<file path="config.mk">
export PLATFORM = sky130hd
export DESIGN_NAME = reg_file_dump
export DESIGN_NICKNAME = d
export VERILOG_FILES = /design/src/rtl/reg_file_dump.sv
export SDC_FILE = /design/constraint.sdc
export NUM_CORES = 1
export LEC_CHECK = 0
export CAP_MARGIN = 15
export CELL_PAD_IN_SITES_DETAIL_PLACEMENT = 0
export CELL_PAD_IN_SITES_GLOBAL_PLACEMENT = 2
export CORE_MARGIN = 2
export CORE_UTILIZATION = 41
export DETAILED_ROUTE_END_ITERATION = 16
export DONT_BUFFER_PORTS = 1
export PLACE_DENSITY = 0.84
export REMOVE_ABC_BUFFERS = 1
export SLEW_MARGIN = 5
export SYNTH_ARGS = -nofsm -noshare
export SYNTH_HDL_FRONTEND = slang
export SYNTH_SLANG_ARGS = --single-unit
</file>
<file path="constraint.sdc">
create_clock -name clk -period 2.68 [get_ports clk]
set_clock_uncertainty 0.05 [all_clocks]
set_input_delay 0.268 -clock clk [delete_from_list [all_inputs] [get_ports clk]]
set_output_delay 0.268 -clock clk [all_outputs]
set_load 0.005 [all_outputs]
</file>
<file path="src/rtl/reg_file_dump.sv">
// reg_file_dump: walks a register file through a spare asynchronous read port
// and streams every register as little-endian bytes over valid/ready.
// Optional feature: define REG_DUMP_CSUM_EN to append one byte holding the
// 8-bit modular sum of all data bytes after the last register.
module reg_file_dump #(
  parameter int NUM_REGS = 32,
  parameter int ADDR_W   = 5,
  parameter int DATA_W   = 32
) (
  input  logic              clk,
  input  logic              rst_n,
  input  logic              start,
  output logic              busy,
  output logic              done,
  output logic [ADDR_W-1:0] rf_rd_addr,
  input  logic [DATA_W-1:0] rf_rd_data,
  output logic [7:0]        tx_data,
  output logic              tx_valid,
  input  logic              tx_ready
);

  localparam int BYTES = DATA_W / 8;
  localparam int CNT_W = (BYTES > 1) ? $clog2(BYTES) : 1;
  localparam logic [ADDR_W-1:0] LAST_IDX  = ADDR_W'(NUM_REGS - 1);
  localparam logic [CNT_W-1:0]  LAST_BYTE = CNT_W'(BYTES - 1);

  typedef enum logic [2:0] {
    S_IDLE = 3'd0,
    S_LOAD = 3'd1,
    S_SEND = 3'd2,
    S_DONE = 3'd3
`ifdef REG_DUMP_CSUM_EN
    , S_CSUM = 3'd4
`endif
  } state_t;

  state_t            state_q, state_d;
  logic [ADDR_W-1:0] idx_q, idx_d;
  logic [CNT_W-1:0]  byte_cnt_q, byte_cnt_d;
  logic [DATA_W-1:0] word_q, word_d;
`ifdef REG_DUMP_CSUM_EN
  logic [7:0]        sum_q, sum_d;
`endif
  logic              hs;

  assign hs         = tx_valid & tx_ready;
  // The read address is the register index itself, so it never glitches.
  assign rf_rd_addr = idx_q;

  // State and datapath registers; reset abandons any dump in progress.
  always_ff @(posedge clk or negedge rst_n) begin
    if (!rst_n) begin
      state_q    <= S_IDLE;
      idx_q      <= '0;
      byte_cnt_q <= '0;
      word_q     <= '0;
`ifdef REG_DUMP_CSUM_EN
      sum_q      <= '0;
`endif
    end else begin
      state_q    <= state_d;
      idx_q      <= idx_d;
      byte_cnt_q <= byte_cnt_d;
      word_q     <= word_d;
`ifdef REG_DUMP_CSUM_EN
      sum_q      <= sum_d;
`endif
    end
  end

  // Next-state logic: sample a register in LOAD, shift it out byte by byte in SEND.
  always_comb begin
    state_d    = state_q;
    idx_d      = idx_q;
    byte_cnt_d = byte_cnt_q;
    word_d     = word_q;
`ifdef REG_DUMP_CSUM_EN
    sum_d      = sum_q;
`endif
    case (state_q)
      S_IDLE: begin
        if (start) begin
          state_d    = S_LOAD;
          idx_d      = '0;
          byte_cnt_d = '0;
`ifdef REG_DUMP_CSUM_EN
          sum_d      = '0;
`endif
        end
      end
      S_LOAD: begin
        // Live sample: whatever the register holds in this cycle is what goes out.
        word_d  = rf_rd_data;
        state_d = S_SEND;
      end
      S_SEND: begin
        if (hs) begin
          word_d     = word_q >> 8;
          byte_cnt_d = byte_cnt_q + CNT_W'(1);
`ifdef REG_DUMP_CSUM_EN
          sum_d      = sum_q + word_q[7:0];
`endif
          if (byte_cnt_q == LAST_BYTE) begin
            byte_cnt_d = '0;
            if (idx_q == LAST_IDX) begin
`ifdef REG_DUMP_CSUM_EN
              state_d = S_CSUM;
`else
              state_d = S_DONE;
`endif
            end else begin
              idx_d   = idx_q + ADDR_W'(1);
              state_d = S_LOAD;
            end
          end
        end
      end
`ifdef REG_DUMP_CSUM_EN
      S_CSUM: begin
        if (hs) state_d = S_DONE;
      end
`endif
      S_DONE: state_d = S_IDLE;
      default: state_d = S_IDLE;
    endcase
  end

  // Outputs decode registered state only; tx_ready and rf_rd_data never reach them.
  always_comb begin
    busy     = (state_q != S_IDLE);
    done     = (state_q == S_DONE);
    tx_valid = 1'b0;
    tx_data  = '0;
    case (state_q)
      S_SEND: begin
        tx_valid = 1'b1;
        tx_data  = word_q[7:0];
      end
`ifdef REG_DUMP_CSUM_EN
      S_CSUM: begin
        tx_valid = 1'b1;
        tx_data  = sum_q;
      end
`endif
      default: begin
        tx_valid = 1'b0;
        tx_data  = '0;
      end
    endcase
  end

endmodule
</file>
Yosys cells after proc, flatten, opt, wreduce, memory -nomap -nowiden --
Index checks and enable logic that the tools add are counted.
Word-level totals: bits of input ports 36, bits in registers 42, output and inout port bits 16
Cells by class: reductions and logical operators 8, add/sub/neg operators 2, bitwise operators 1, equal/unequal tests 9, mux-type cells 18
Operators with widths (count):
- 32-bit case mux with 2 select lines | 1
- 32-bit two-way mux | 1
- 5-bit two-way mux | 4
- 5-bit case mux with 2 select lines | 1
- 3-bit two-way mux | 3
- 3-bit case mux with 3 select lines | 1
- 2-bit two-way mux | 4
- 8-bit two-way mux | 1
- 2-bit != test (second input constant) | 4
- 3-bit by 2-bit == test with 1-bit output (second input constant) | 2
- 3-bit AND reduction | 2
- 5-bit by 1-bit adder with 5-bit output (second input constant) | 1
- 5-bit == test (second input constant) | 1
- 5-bit AND reduction | 1
- 2-bit case mux with 2 select lines | 1
- 2-bit nonzero test | 2
- 3-bit by 1-bit == test with 1-bit output (second input constant) | 1
- 3-bit zero test | 1
- 3-bit nonzero test | 1
- 2-bit by 1-bit adder with 2-bit output (second input constant) | 1
- 2-bit == test (second input constant) | 1
- 2-bit AND reduction | 1
- 1-bit bitwise AND | 1
- 1-bit two-way mux | 1

Depth between registers and ports, before layout --
Gate-level depths: netlist (run 1).
depth after elaboration 5, mapped depth 6, gate-level depth less buffers 6

Least setup slack after synthesis (run 1) --
No wires, ideal clock.
kind register -> register, start point reg idx_q[0] (netlist: rf_rd_addr[0]), end point reg idx_q[3] (netlist: rf_rd_addr[3]), arrival time 1734 ps, library setup time 69 ps, stages on the path, launching flop included 7, clock period less this slack 1853 ps, required time 2561 ps, path buffers 0, path slack 827 ps, path through dfrtp_1 -> ha_1 -> and3_1 -> ha_1 -> nand3b_1 -> or4_1 -> nand3_1
Between the ends: cells in the longest elaborated chain, start to end 5, elaborated cells between the ends (all ways) 8, classes of those cells 1 x add/sub; 2 x eq/ne; 4 x mux; 1 x reduce/logical
RTL lines:
- from (decl) | RTL line 38 | logic [ADDR_W-1:0] idx_q, idx_d;
- from (signal assigned) | RTL line 62 | idx_q <= idx_d;
- 5-bit by 1-bit adder with 5-bit output | RTL line 112 | idx_d = idx_q + ADDR_W'(1);
- 5-bit two-way mux | RTL line 105 | if (idx_q == LAST_IDX) begin
- 5-bit two-way mux | RTL line 103 | if (byte_cnt_q == LAST_BYTE) begin
- 5-bit two-way mux | RTL line 97 | if (hs) begin
- 5-bit case mux with 2 select lines | RTL line 80 | case (state_q)
Several ways; a longest one is shown, not always the timed one. The select of a mux whose other input is x is not followed. A chain may end at the register's enable or synchronous reset.

Worst setup path after layout (run 1) --
start point reg state_q[1], end point reg word_q[3]
Between the ends: cells in the longest elaborated chain, start to end 5, elaborated cells between the ends (all ways) 8, classes of those cells 3 x eq/ne; 2 x mux; 1 x bitwise; 2 x reduce/logical
RTL lines:
- from (decl) | RTL line 37 | state_t state_q, state_d;
- from (signal assigned) | RTL line 61 | state_q <= state_d;
- 3-bit by 2-bit == test with 1-bit output | RTL line 80, 134
- 1-bit two-way mux | RTL line 134 | case (state_q)
- 1-bit bitwise AND | RTL line 46 | assign hs = tx_valid & tx_ready;
- 2-bit != test (no source line)
- 2-bit AND reduction (no source line)
- to (signal assigned) | RTL line 64 | word_q <= word_d;
- to (decl) | RTL line 40 | logic [DATA_W-1:0] word_q, word_d;
Several ways; a longest one is shown, not always the timed one.

==> results of run 1 <==
-- metrics by stage --
step | utilization [%] | cell area, sq um | setup WS, ns | std cells
final | 46.6 | 2240 | 0.529 | 273
after global routing | 46.6 | 2240 | 0.280 | 273
after CTS | 46.6 | 2240 | 0.488 | 273
after detailed placement | 43.6 | 2100 | 0.493 | 263
after global placement | 43.6 | 2100 | 0.587 | 263
after floorplan | - | 1990 | 0.827 | 193
-- layout make-up --
cell class,instances,share of cell area [%]
flip-flops and latches,41,45.7
multi-input cells,149,42.5
clock buffers,7,3.85
well taps,67,3.73
repair buffers,5,2.34
clock inverters,1,1.34
inverters,3,0.502
-- power breakdown --
part           switching [mW]  leakage, nW  internal, mW
Clock                   0.210       0.0585         0.304
Sequential              0.188        0.522         0.878
Combinational           0.510        0.480         0.404
Total                   0.908         1.06          1.59
-- how the worst max path moves through the flow --
stage,start,to,depth (start not counted)
6_report,state_q[1],word_q[3],3
5_1_grt,state_q[1],word_q[7],3
4_1_cts,state_q[1],word_q[3],3
3_5_place_dp,state_q[1],word_q[3],3
3_3_place_gp,state_q[1],word_q[7],3
2_1_floorplan,rf_rd_addr[0],rf_rd_addr[3],6
-- kinds of logic after synthesis --
family          synth area share, %
mux                            12.0
fa+ha+maj                      1.80
buf+inv                        5.15
flops                          49.1
compound gates                 11.3
simple gates                   20.6
-- state kept, by name, indices dropped and copies added, names as in the netlist --
register	flops
byte_cnt_q	2
state_q	2
rf_rd_addr	5
word_q	32
-- layer usage --
metal | up-vias | global-route usage [%] | share of wire, %
met2 | 43 | 27.2 | 47
met3 | 6 | 5.95 | 7.1
li1 | 733 | - | -
met4 | 0 | 5.26 | 1.3
met1 | 736 | 20.7 | 44
met5 | - | 0 | 0
-- cells in the mapped netlist (2+ instances only) --
| cell | count | area (sq um) |
|---|---|---|
| and3b_1 | 2 | 17.5 |
| clkbuf_1 | 5 | 18.8 |
| buf_6 | 2 | 22.5 |
| o21ai_0 | 10 | 50.1 |
| dfrtp_1 | 41 | 1030 |
| o21ai_1 | 16 | 80.1 |
| a22o_1 | 3 | 26.3 |
| o22ai_1 | 3 | 18.8 |
| nand3b_1 | 2 | 15.0 |
| nor2_1 | 12 | 45.0 |
| nand2b_1 | 4 | 25.0 |
| inv_1 | 3 | 11.3 |
| nand3_1 | 30 | 150 |
| nor3_1 | 5 | 25.0 |
| a21oi_1 | 3 | 15.0 |
| mux2i_1 | 25 | 250 |
| o211ai_1 | 3 | 22.5 |
| ha_1 | 3 | 37.5 |
| nand2_1 | 8 | 30.0 |
| and2_1 | 9 | 56.3 |
| buf_2 | 8 | 40.0 |
| buf_4 | 2 | 15.0 |
-- timing repair --
action / in CTS / in global routing
buffers inserted: 0 / 0
gates resized for setup: 0 / 0
hold buffers: 2 / 0
endpoints found under the hold margin: 41 / 0
==> results.toml, run 1 <==
[run_status]
outcome = "finished clean"

[clock_tree]
cts_buffers = 5
tritoncts = "built"
clk_path_buf_depth = 2
cts.clk_slew.worst_paths_ns = 0.08
cts_root_buf = "clkbuf_8"
clock_sinks = 41
worstSkewPairLatency_ns = 0.30
h-tree-depth = 2

[die]
die-area_sq_um = 5680
fp-row-count = 25
ios = 52
die-width_um = 75.4
die_h_um = 75.4
core_area_sq_um = 4820
initial_utilization_pct = 43.4

[final_layout]
fin_nets = 244
ff_latch_area_sq_um = 1030
multi_input_area_sq_um = 955
fillers = 485
final_common_cell = "dfrtp_1"
antennaDiodeCount = 0
layout.cells.most_common_list = "dfrtp_1, nand3_1, mux2i_1"
syn2layout_area_growth_pct = 7.49
layout-drive-gt1-share_pct = 6.80

[synthesis]
ys_types = 33
avgSynthCellArea_sq_um = 9.94
ys_seq_area_share_pct = 49.1
synth_edf_count = 0
syn_area_sq_um = 2090
yosysWarnings = 0
syn_inst = 210
ys_ff_latch = 41
synth-async-reset-ratio_pct = 100
synth_flop_cell = "dfrtp_1"

[sta]
whs_ns = 0.0658
min_period_ns = 2.15
maxSlewViolCount = 0
tightest_slew_ns = 0.851
fin_crit_sh_pct = 80.3
hold_viol = 0
rsz0062_at_grt = "false"
fin_tns_setup_ns = 0
max_freq_mhz = 465
setup_viol = 0
slew-limit-headroom_pct = 43.2

[grt]
overflow = 0
grt.total_usage_pct = 16.6
grt_first_pass_wirelength_um = 7090
grt_pass1_vias = 1558
grt_max_degree = 42
antenna_found_initial = 0

[min_path]
hp-class = "in2reg"
hold_start = "start"
hold-path-endpoint = "state_q[0]"
hold_depth = 2

[setup_path]
critPathMaxStageDelay_ns = 0.74
critPathSlowestCell = "dfrtp_1"
cp_cell_sequence = "nor2b_1 > nor2_2 > o21ai_0"
cp_data_arrival_time_ns = 2.24
worst_r2r_endpoint = "word_q[3]"
crit_type = "reg2reg"
cp_max_fo = 24
crit_buf_inv = 0
reg2reg_from = "state_q[1]"
cp_data_required_time_ns = 2.77
crit_path_end_kind = "flip-flop"
startpoint_type = "flip-flop"
critical-path-top-delay-family = "simple AND/OR/NAND/NOR gates"
ff2ff_path_depth = 3
r2r_slack_ns = 0.53

[placed_design]
dp_hpwl_um = 3000
portBuffers = 0
place_congestion = 0.745

[power]
vdd_drop_max_uv = 412
finalPower_mw = 2.49
leakagePower_nw = 1.06
powerDensity_nw_per_um2 = 1110

[detailed_routing]
drtPass1Iterations = 4
vias_per_cell = 5.56
drtIter0Drc = 100
ant_nets = 0
via_count = 1518
wire_per_inst_um = 15.7
wl_um = 4280
drc = 0

[job]
maxCapViolations = 0
Power figures use the tool's default switching activity.
==> run 2, diff against run 1 <==
--- a/config.mk
+++ b/config.mk
@@ -9,10 +9,10 @@
 export CELL_PAD_IN_SITES_DETAIL_PLACEMENT = 0
 export CELL_PAD_IN_SITES_GLOBAL_PLACEMENT = 2
 export CORE_MARGIN = 2
-export CORE_UTILIZATION = 41
+export CORE_UTILIZATION = 38
 export DETAILED_ROUTE_END_ITERATION = 16
 export DONT_BUFFER_PORTS = 1
-export PLACE_DENSITY = 0.84
+export PLACE_DENSITY = 0.79
 export REMOVE_ABC_BUFFERS = 1
 export SLEW_MARGIN = 5
 export SYNTH_ARGS = -nofsm -noshare
==> constraint.sdc (replaced) <==
create_clock -name clk -period 2.2 [get_ports clk]
set_clock_uncertainty 0.05 [all_clocks]
set_input_delay 0.22 -clock clk [delete_from_list [all_inputs] [get_ports clk]]
set_output_delay 0.22 -clock clk [all_outputs]
set_load 0.005 [all_outputs]
==> run 2 against run 1 <==
  * Via count up 1.3%
  * First-iteration DRC count decreased by 43%
  * Flip-flop and latch count unchanged
==> results.toml, run 2 (synthesized netlist as in run 1, its figures left out) <==
[detailed_routing]
wire_per_inst_um = 16.6
via_count = 1538
ant_nets = 0
vias_per_cell = 5.53
wl_um = 4600
drtIter0Drc = 57
drc = 0
drtPass1Iterations = 4

[clock_tree]
h-tree-depth = 2
cts_root_buf = "clkbuf_8"
clock_sinks = 41
cts_hold_buf = 2
post-cts-setup-buffer-count = 0
clk_path_buf_depth = 2
cts-resized-gates = 0
cts.clk_slew.worst_paths_ns = 0.08
cts_buffers = 5
worstSkewPairLatency_ns = 0.29
tritoncts = "built"

[placed_design]
place_congestion = 0.786
pre_cts_ws_ns = 0.242
portBuffers = 0
dp_hpwl_um = 3140

[die]
die_h_um = 78.1
die-area_sq_um = 6100
fp-row-count = 26
initial_utilization_pct = 40.1
core_area_sq_um = 5200
die-width_um = 78.1
ios = 52

[setup_path]
critical-path-top-delay-family = "simple AND/OR/NAND/NOR gates"
crit_type = "reg2reg"
cp_data_arrival_time_ns = 2.19
critPathSlowestCell = "or4_1"
crit_buf_inv = 0
critPathMaxStageDelay_ns = 0.48
startpoint_type = "flip-flop"
cp_max_fo = 5
cp_cell_sequence = "ha_1 > and3_1 > ha_1 > nand3b_1 > or4_1 > nand3_1"
cp_common_cell = "ha_1"
cp_data_required_time_ns = 2.37
crit_path_end_kind = "flip-flop"

[run_status]
outcome = "finished clean"

[power]
finalPower_mw = 2.93
vdd_drop_max_uv = 448
powerDensity_nw_per_um2 = 1310
leakagePower_nw = 1.06

[final_layout]
fillers = 538
antennaDiodeCount = 0
top_register = "word_q"
layout.cells.most_common_list = "dfrtp_1, nand3_1, mux2i_1"
layout-drive-gt1-share_pct = 7.69
syn2layout_area_growth_pct = 6.77
ff_latch_area_sq_um = 1030
largest_register_ffs = 32
multi_input_area_sq_um = 955
final_common_cell = "dfrtp_1"
fin_nets = 246
postLayoutCoreUtil_pct = 42.8

[min_path]
hp-class = "in2reg"

[sta]
whs_ns = 0.0155
setup_viol = 0
min_period_ns = 2.01
slew-limit-headroom_pct = 39.4
fin_crit_sh_pct = 91.5
tightest_slew_ns = 0.907
hold_viol = 0
maxSlewViolCount = 0
fin_tns_setup_ns = 0
rsz0062_at_grt = "false"
max_freq_mhz = 497
setup_slack_ns = 0.187

[job]
maxCapViolations = 0

[grt]
grt.total_usage_pct = 15.6
overflow = 0
grt_first_pass_wirelength_um = 7620
antenna_found_initial = 0
grt_pass1_vias = 1534
grt_max_degree = 42
## run 2: changes by cell type in the layout (fill, tap and decap cells not counted), sizes merged
cell / change
clkinv: +2
buf: +2
clkbuf: -1
bufinv: -1
## run 2: final timing paths
| check | startpoint | to | slack, ns | depth (start not counted) |
|---|---|---|---|---|
| hold reg to reg | word_q[0] | word_q[0] | 0.44 | 2 |
| setup reg to reg | rf_rd_addr[0] | rf_rd_addr[3] | 0.19 | 6 |
| setup / recovery | rf_rd_addr[0] | rf_rd_addr[3] | 0.19 | 6 |
| hold / removal | start | state_q[0] | 0.02 | 2 |
| max in group asynchronous | rst_n | word_q[29] | 1.53 | 2 |
| min in group asynchronous | rst_n | word_q[23] | 0.36 | 2 |
## run 2: final cells by class
type	instances	area share (%)
clock buffer	6	3.25
sequential	41	46.0
timing repair buffer	7	3.03
inverter	3	0.505
tap	70	3.93
multi-input combinational	149	42.8
clock inverter	2	0.449
## run 2: through the flow
step / std cells / area, sq um
3_5_place_dp: 268 / 2120
5_1_grt: 278 / 2230
6_report: 278 / 2230
4_1_cts: 278 / 2230
2_1_floorplan: 193 / 1990
3_3_place_gp: 268 / 2120
## run 2: power breakdown
group          internal (mW)  total, mW  switching [mW]  leakage [nW]
combinational          0.512       1.20           0.686         0.490
sequential              1.07       1.26           0.187         0.522
clock                  0.220      0.472           0.252        0.0450
total                   1.80       2.93            1.12          1.06
## run 2: per-layer routing
layer	vias up	global-route usage, %	wire, um	part of all wire, %
li1	737	-	-	-
met1	754	20.3	2080	45
met2	41	24.4	2180	47
met3	6	5.63	299	6.5
met4	0	4.56	42	0.91
met5	-	0	0	0
